`config.mk`:
```
export PLATFORM = sky130hd
export DESIGN_NAME = systolic_input_skewer
export DESIGN_NICKNAME = d
export VERILOG_FILES = /design/src/rtl/systolic_input_skewer.sv
export SDC_FILE = /design/constraint.sdc
export NUM_CORES = 1
export LEC_CHECK = 0
export CELL_PAD_IN_SITES_DETAIL_PLACEMENT = 0
export CELL_PAD_IN_SITES_GLOBAL_PLACEMENT = 1
export CORE_UTILIZATION = 40
export CTS_CLUSTER_SIZE = 40
export DETAILED_ROUTE_END_ITERATION = 8
export GPL_TIMING_DRIVEN = 0
export PLACE_DENSITY_LB_ADDON = 0.08
export SLEW_MARGIN = 10
export SYNTH_ARGS = -nofsm -noshare
export SYNTH_HDL_FRONTEND = slang
export SYNTH_SLANG_ARGS = --single-unit
```
`constraint.sdc`:
```
create_clock -name clk -period 3.8 [get_ports clk]
set_input_delay 0.76 -clock clk [delete_from_list [all_inputs] [get_ports clk]]
set_output_delay 0.76 -clock clk [all_outputs]
set_load 0.005 [all_outputs]
```
`src/rtl/systolic_input_skewer.sv`:
```
// Skews an activation vector across ROWS lanes so lane r reaches PE row r
// r cycles after lane 0, tracking tile boundaries with an IDLE/STREAM/DRAIN FSM.
module systolic_input_skewer #(
  parameter int ROWS       = 8,
  parameter int DATA_IN_BW = 8
) (
  input  logic                         clk,
  input  logic                         rst,
  input  logic                         in_valid,
  output logic                         in_ready,
  input  logic [ROWS*DATA_IN_BW-1:0]   in_data,
  input  logic                         in_last,
  output logic [ROWS*DATA_IN_BW-1:0]   skew_out,
  output logic [ROWS-1:0]              skew_valid,
  output logic                         busy,
  output logic                         done,
  output logic [1:0]                   dbg_state
);

  localparam int CNT_W = $clog2(ROWS);
  localparam logic [CNT_W-1:0] CNT_LAST = CNT_W'(ROWS - 2);

  typedef enum logic [1:0] {
    S_IDLE   = 2'd0,
    S_STREAM = 2'd1,
    S_DRAIN  = 2'd2
  } state_t;

  state_t           r_state;
  logic [CNT_W-1:0] r_cnt;
  logic             r_done;
  logic             w_accept;

  // Handshake: a vector transfers on any cycle where in_valid && in_ready;
  // in_ready never depends on in_valid, and upstream holds data while stalled.
  assign in_ready  = !rst && (r_state != S_DRAIN);
  assign busy      = !rst && (r_state != S_IDLE);
  assign w_accept  = in_valid && in_ready;
  assign done      = r_done;
  assign dbg_state = r_state;

  always_ff @(posedge clk) begin
    if (rst) begin
      r_state <= S_IDLE;
      r_cnt   <= '0;
      r_done  <= 1'b0;
    end else begin
      r_done <= 1'b0;
      case (r_state)
        S_IDLE, S_STREAM: begin
          if (w_accept) begin
            r_state <= in_last ? S_DRAIN : S_STREAM;
            r_cnt   <= '0;
          end
        end
        S_DRAIN: begin
          // Leave after ROWS-1 drain cycles so done lines up with lane ROWS-1.
          if (r_cnt == CNT_LAST) begin
            r_state <= S_IDLE;
            r_done  <= 1'b1;
          end else begin
            r_cnt <= r_cnt + 1'b1;
          end
        end
        default: r_state <= S_IDLE;
      endcase
    end
  end

  for (genvar r = 0; r < ROWS; r++) begin : g_lane
    logic [DATA_IN_BW-1:0] r_d [0:r];
    logic                  r_v [0:r];

    // Non-accept cycles load a zero bubble, so invalid slots always carry 0.
    always_ff @(posedge clk) begin
      if (rst) begin
        for (int k = 0; k <= r; k++) begin
          r_d[k] <= '0;
          r_v[k] <= 1'b0;
        end
      end else begin
        r_d[0] <= w_accept ? in_data[r*DATA_IN_BW +: DATA_IN_BW] : '0;
        r_v[0] <= w_accept;
        for (int k = 1; k <= r; k++) begin
          r_d[k] <= r_d[k-1];
          r_v[k] <= r_v[k-1];
        end
      end
    end

    assign skew_out[r*DATA_IN_BW +: DATA_IN_BW] = r_d[r];
    assign skew_valid[r]                        = r_v[r];
  end

endmodule
```
-- Word-level counts from Yosys, hierarchy flattened
Memories as Yosys holds them, arrays and structs flattened.
Index checks and enable logic that the tools add are counted.
- flip-flop bits (word level): 6
- output and inout port bits: 77
- input port bits: 68
- memories kept: 16
- RAM bits: 324
- memories (memory ; depth ; bits a word ; read ports ; clocked after memory_dff ; wr ports ; line ; text):
    g_lane[7].r_d ; 8 ; 8 ; 8 ; 0 ; 8 ; 71 ; logic [DATA_IN_BW-1:0] r_d [0:r];
    g_lane[6].r_d ; 7 ; 8 ; 7 ; 0 ; 7 ; 71 ;
    g_lane[5].r_d ; 6 ; 8 ; 6 ; 0 ; 6 ; 71 ;
    g_lane[4].r_d ; 5 ; 8 ; 5 ; 0 ; 5 ; 71 ;
    g_lane[3].r_d ; 4 ; 8 ; 4 ; 0 ; 4 ; 71 ;
    g_lane[2].r_d ; 3 ; 8 ; 3 ; 0 ; 3 ; 71 ;
    +10 memories ; -- ; -- ; -- ; -- ; -- ; -- ;
- add/sub/neg operators: 1
- multiplexer cells: 93
- reduce and logical (&&, ||, !) cells: 13
- equality and inequality tests: 7
- bitwise operators: 71
- operator list (cell ; number):
    8-bit 2-to-1 mux ; 44
    1-bit OR ; 70
    1-bit 2-to-1 mux ; 42
    2-bit inequality test, second input constant ; 4
    8-bit OR reduction ; 1
    2-bit 2-to-1 mux ; 3
    3-bit 2-to-1 mux ; 2
    3-bit one-hot mux with 2 select lines ; 1
    2-bit one-hot mux with 2 select lines ; 1
    2-bit nonzero test ; 2
    2-bit OR reduction ; 2
    3-bit by 1-bit adder with 3-bit output, second input constant ; 1
    3-bit equality test, second input constant ; 1
    1-bit logical AND ; 3
    3-bit AND reduction ; 1
    2-bit by 1-bit equality test with 1-bit output, second input constant ; 1
    2-bit equality test, second input constant ; 1
    2-bit zero test ; 1
    2-bit AND reduction ; 1
    1-bit zero test ; 1
    1-bit inverter ; 1
    1-bit OR reduction ; 1

-- Logic depth before layout (Yosys ltp)
- depth after elaboration: 5
- gate-level depth with buffers: 5

-- Least setup slack after synthesis
Ideal clock, no wire load.
- path kind: in2out
- from: in rst
- to: out busy
- data required time: 3.040 ns
- slack: 1.644 ns
- arrival time: 1.396 ns
- path buffers: 2
- cell stages on the path: 3
- path through: clkbuf_1 -> buf_1 -> nor2_1
- cells in the longest elaborated chain, start to end: 2
- ends and longest elaborated chain (item ; line ; text):
    from (decl) ; 8 ; input logic rst,
    1-bit zero test ; 37 ; assign busy = !rst && (r_state != S_IDLE);
    1-bit logical AND ; 37 ;
    to (decl) ; 15 ; output logic busy,
No other way between the ends.

-- Final worst setup path
- from: in rst
- to: out in_ready
- cells in the longest elaborated chain, start to end: 2
- ends and longest elaborated chain (item ; line ; text):
    1-bit zero test ; 36 ; assign in_ready = !rst && (r_state != S_DRAIN);
    1-bit logical AND ; 36 ;
    to (decl) ; 10 ; output logic in_ready,
No other way between the ends.

==> flow_metrics.tcl <==
set metrics [dict create \
    status "complete, no violations" \
    dp_hpwl_um 9420 \
    end_kind "output pin" \
    syn_nets 766 \
    die_area_um2 21800 \
    critPathArrivalTime_ps 2770 \
    routabilityCongestion 0.711 \
    grt_usage 0.126 \
    tritoncts "yes" \
    maxCapViolations 0 \
    wl_met2_um 6350 \
    skew_ps 7.82 \
    critPathMostFrequentCell "clkdlybuf4s50_1" \
    syn_to_final_growth_pct 32.4 \
    cts_buffers 29 \
    async_flop_share 0 \
    synthFlopType "dfxtp_1" \
    synth_seq_cells 302 \
    total_power_mw 6.28 \
    holdWs_ps 430 \
    setup_viol_count_final 0 \
    io_pins 145 \
    dr.pass1.iters 4 \
    postRouteWirelength_um 13500 \
    setup_tns_ps 0 \
    post-route-period-util 0.928 \
    clk_pin_slew_ps 60 \
    hold_viol 0 \
    worstSetupStartpointType "primary input" \
    multi_input_area_um2 2010 \
    slowest_delay_ps 610 \
    overflow 0 \
    drc_errors 0 \
    antenna_cells 0 \
    yosysUniqueCellTypes 25 \
    power.leakage_nw 4.50 \
    worstMarginPinSlew_ps 598 \
    layout_commonest_cell "dfxtp_1" \
    grt_max_degree 15 \
    cts.sinks 302 \
    hold_class "reg -> reg" \
    portBuffers 144 \
    maxUsedRoutingLayer "met4" \
    first_iter_violations 59 \
    post_drt_wl_per_cell_um 11.6 \
    synth_cells 696 \
    grt_pass1_wl_um 21800 \
    clk_path_buf_depth 3 \
    yosys_warnings 0 \
    final_cell_mix "302 x dfxtp_1, 232 x nor2b_1, 144 x clkdlybuf4s50_1, 65 x and2_1, 39 x buf_4" \
    dpl_cell_area_um2 10300 \
    rows 52 \
    dieWidth_um 148 \
    timing.fmax_mhz 283 \
    antenna_found_initial 0 \
    required_ps 3040 \
    final_area_um2 11200 \
    viasPerCell 4.03 \
    grt_pass1_vias 4487 \
    cts_resized 0 \
    drv_slew 0 \
    final_nets 941 \
    ant_nets 0 \
    postSynthAreaPerCell_um2 12.2 \
    clk-insertion-delay-late_ps 520 \
    core_um2 20500 \
    ctsHoldBuffers 0 \
    vias 4681 \
    clock-root-buffer "clkbuf_16" \
    synth_edf_count 0 \
    initial_core_util 0.414 \
    syn-cell-area_um2 8490 \
    post_cts_buffers 0 \
    wl_met1_um 6190 \
    vdd_ir_drop_max_mv 0.346 \
    period_minus_slack_ps 3530 \
    htree_levels 1 \
    regArea_um2 6050 \
    p_per_area_nw_per_um2 559 \
    cp_slowest_cell "clkdlybuf4s50_1" \
    yosysSeqAreaShare 0.712 \
    drive_above_1_share 0.102 \
    filler_cell_count 1825 \
    path_cells "clkdlybuf4s50_1 -> clkbuf_1 -> buf_1 -> nor2_1 -> clkdlybuf4s50_1" \
    rsz0062_at_grt "false" \
    crit_type "in -> out" \
    maxSlewHeadroom 0.601 \
    path_max_fanout 10 \
    routed-wl-met3_um 729 \
    chipHeight_um 148 \
]
-- state kept, by name, summed over array words and instances (netlist names) --
register / count
g_lane.r_v: 8
dbg_state: 2
done: 1
r_cnt: 3
g_lane.r_d: 288
-- layer usage --
metal	GRT usage	vias up
met3	0.0281	19
met4	0.0407	0
met5	0	-
met2	0.211	121
li1	-	2423
met1	0.162	2118
-- cell families (layout without fill, tap and decap cells) --
kind of cell | count (synthesis) | count (layout) | synth area share
flip-flops | 302 | 302 | 0.712
AO/OA/AOI/OAI | 9 | 9 | 0.00796
AND/OR/NAND/NOR | 309 | 309 | 0.226
buffers and inverters | 74 | 269 | 0.0508
adder cells (fa/ha/maj) | 2 | 2 | 0.00295
-- worst max-delay path, delay by kind of cell --
kind / cells / cell delay (ps)
and+or+nand+nor: 1 / 90
buffers and inverters: 4 / 1920
-- where the power goes --
group          switching [mW]  internal [mW]  leakage (nW)
Clock                    1.09           1.72         0.480
Sequential             0.0144           3.23          2.45
Combinational          0.0916          0.132          1.57
-- path summary, 6_finish.rpt --
kind,from,end,slack [ps],cells after the start
setup / recovery,rst,in_ready,270,5
hold / removal,g_lane[4].r_d[0][28],g_lane[4].r_d[0][36],430,1
setup reg to reg,dbg_state[0],g_lane[4].r_d[0][1],2080,5
hold reg to reg,g_lane[4].r_d[0][28],g_lane[4].r_d[0][36],430,1
-- cell usage after synthesis (2+ instances only) --
master      n  area share
dfxtp_1   302        0.71
nor2_1      5      0.0022
inv_1       2     0.00088
nand2_1     2     0.00088
buf_4      39       0.034
nor2b_1   232        0.17
ha_1        2      0.0029
clkbuf_2    6      0.0035
and2_1     65       0.048
clkbuf_1   26       0.011
-- per-stage QoR --
step / worst slack [ps] / instances / utilization
after global placement: 199 / 1110 / 0.501
after detailed placement: 209 / 1110 / 0.501
after floorplan: 1640 / 696 / -
final: 272 / 1161 / 0.548
after CTS: 205 / 1161 / 0.548
after global routing: 81.7 / 1161 / 0.548
-- cell type report --
cell class	instances	share of cell area
buffer	72	0.0377
clock buffer	45	0.0788
clock inverter	6	0.00746
inverter	2	0.000668
multi-input combinational	320	0.179
sequential	302	0.538
tap	270	0.0301
timing repair buffer	144	0.128
(Power assumes the default switching activity.)
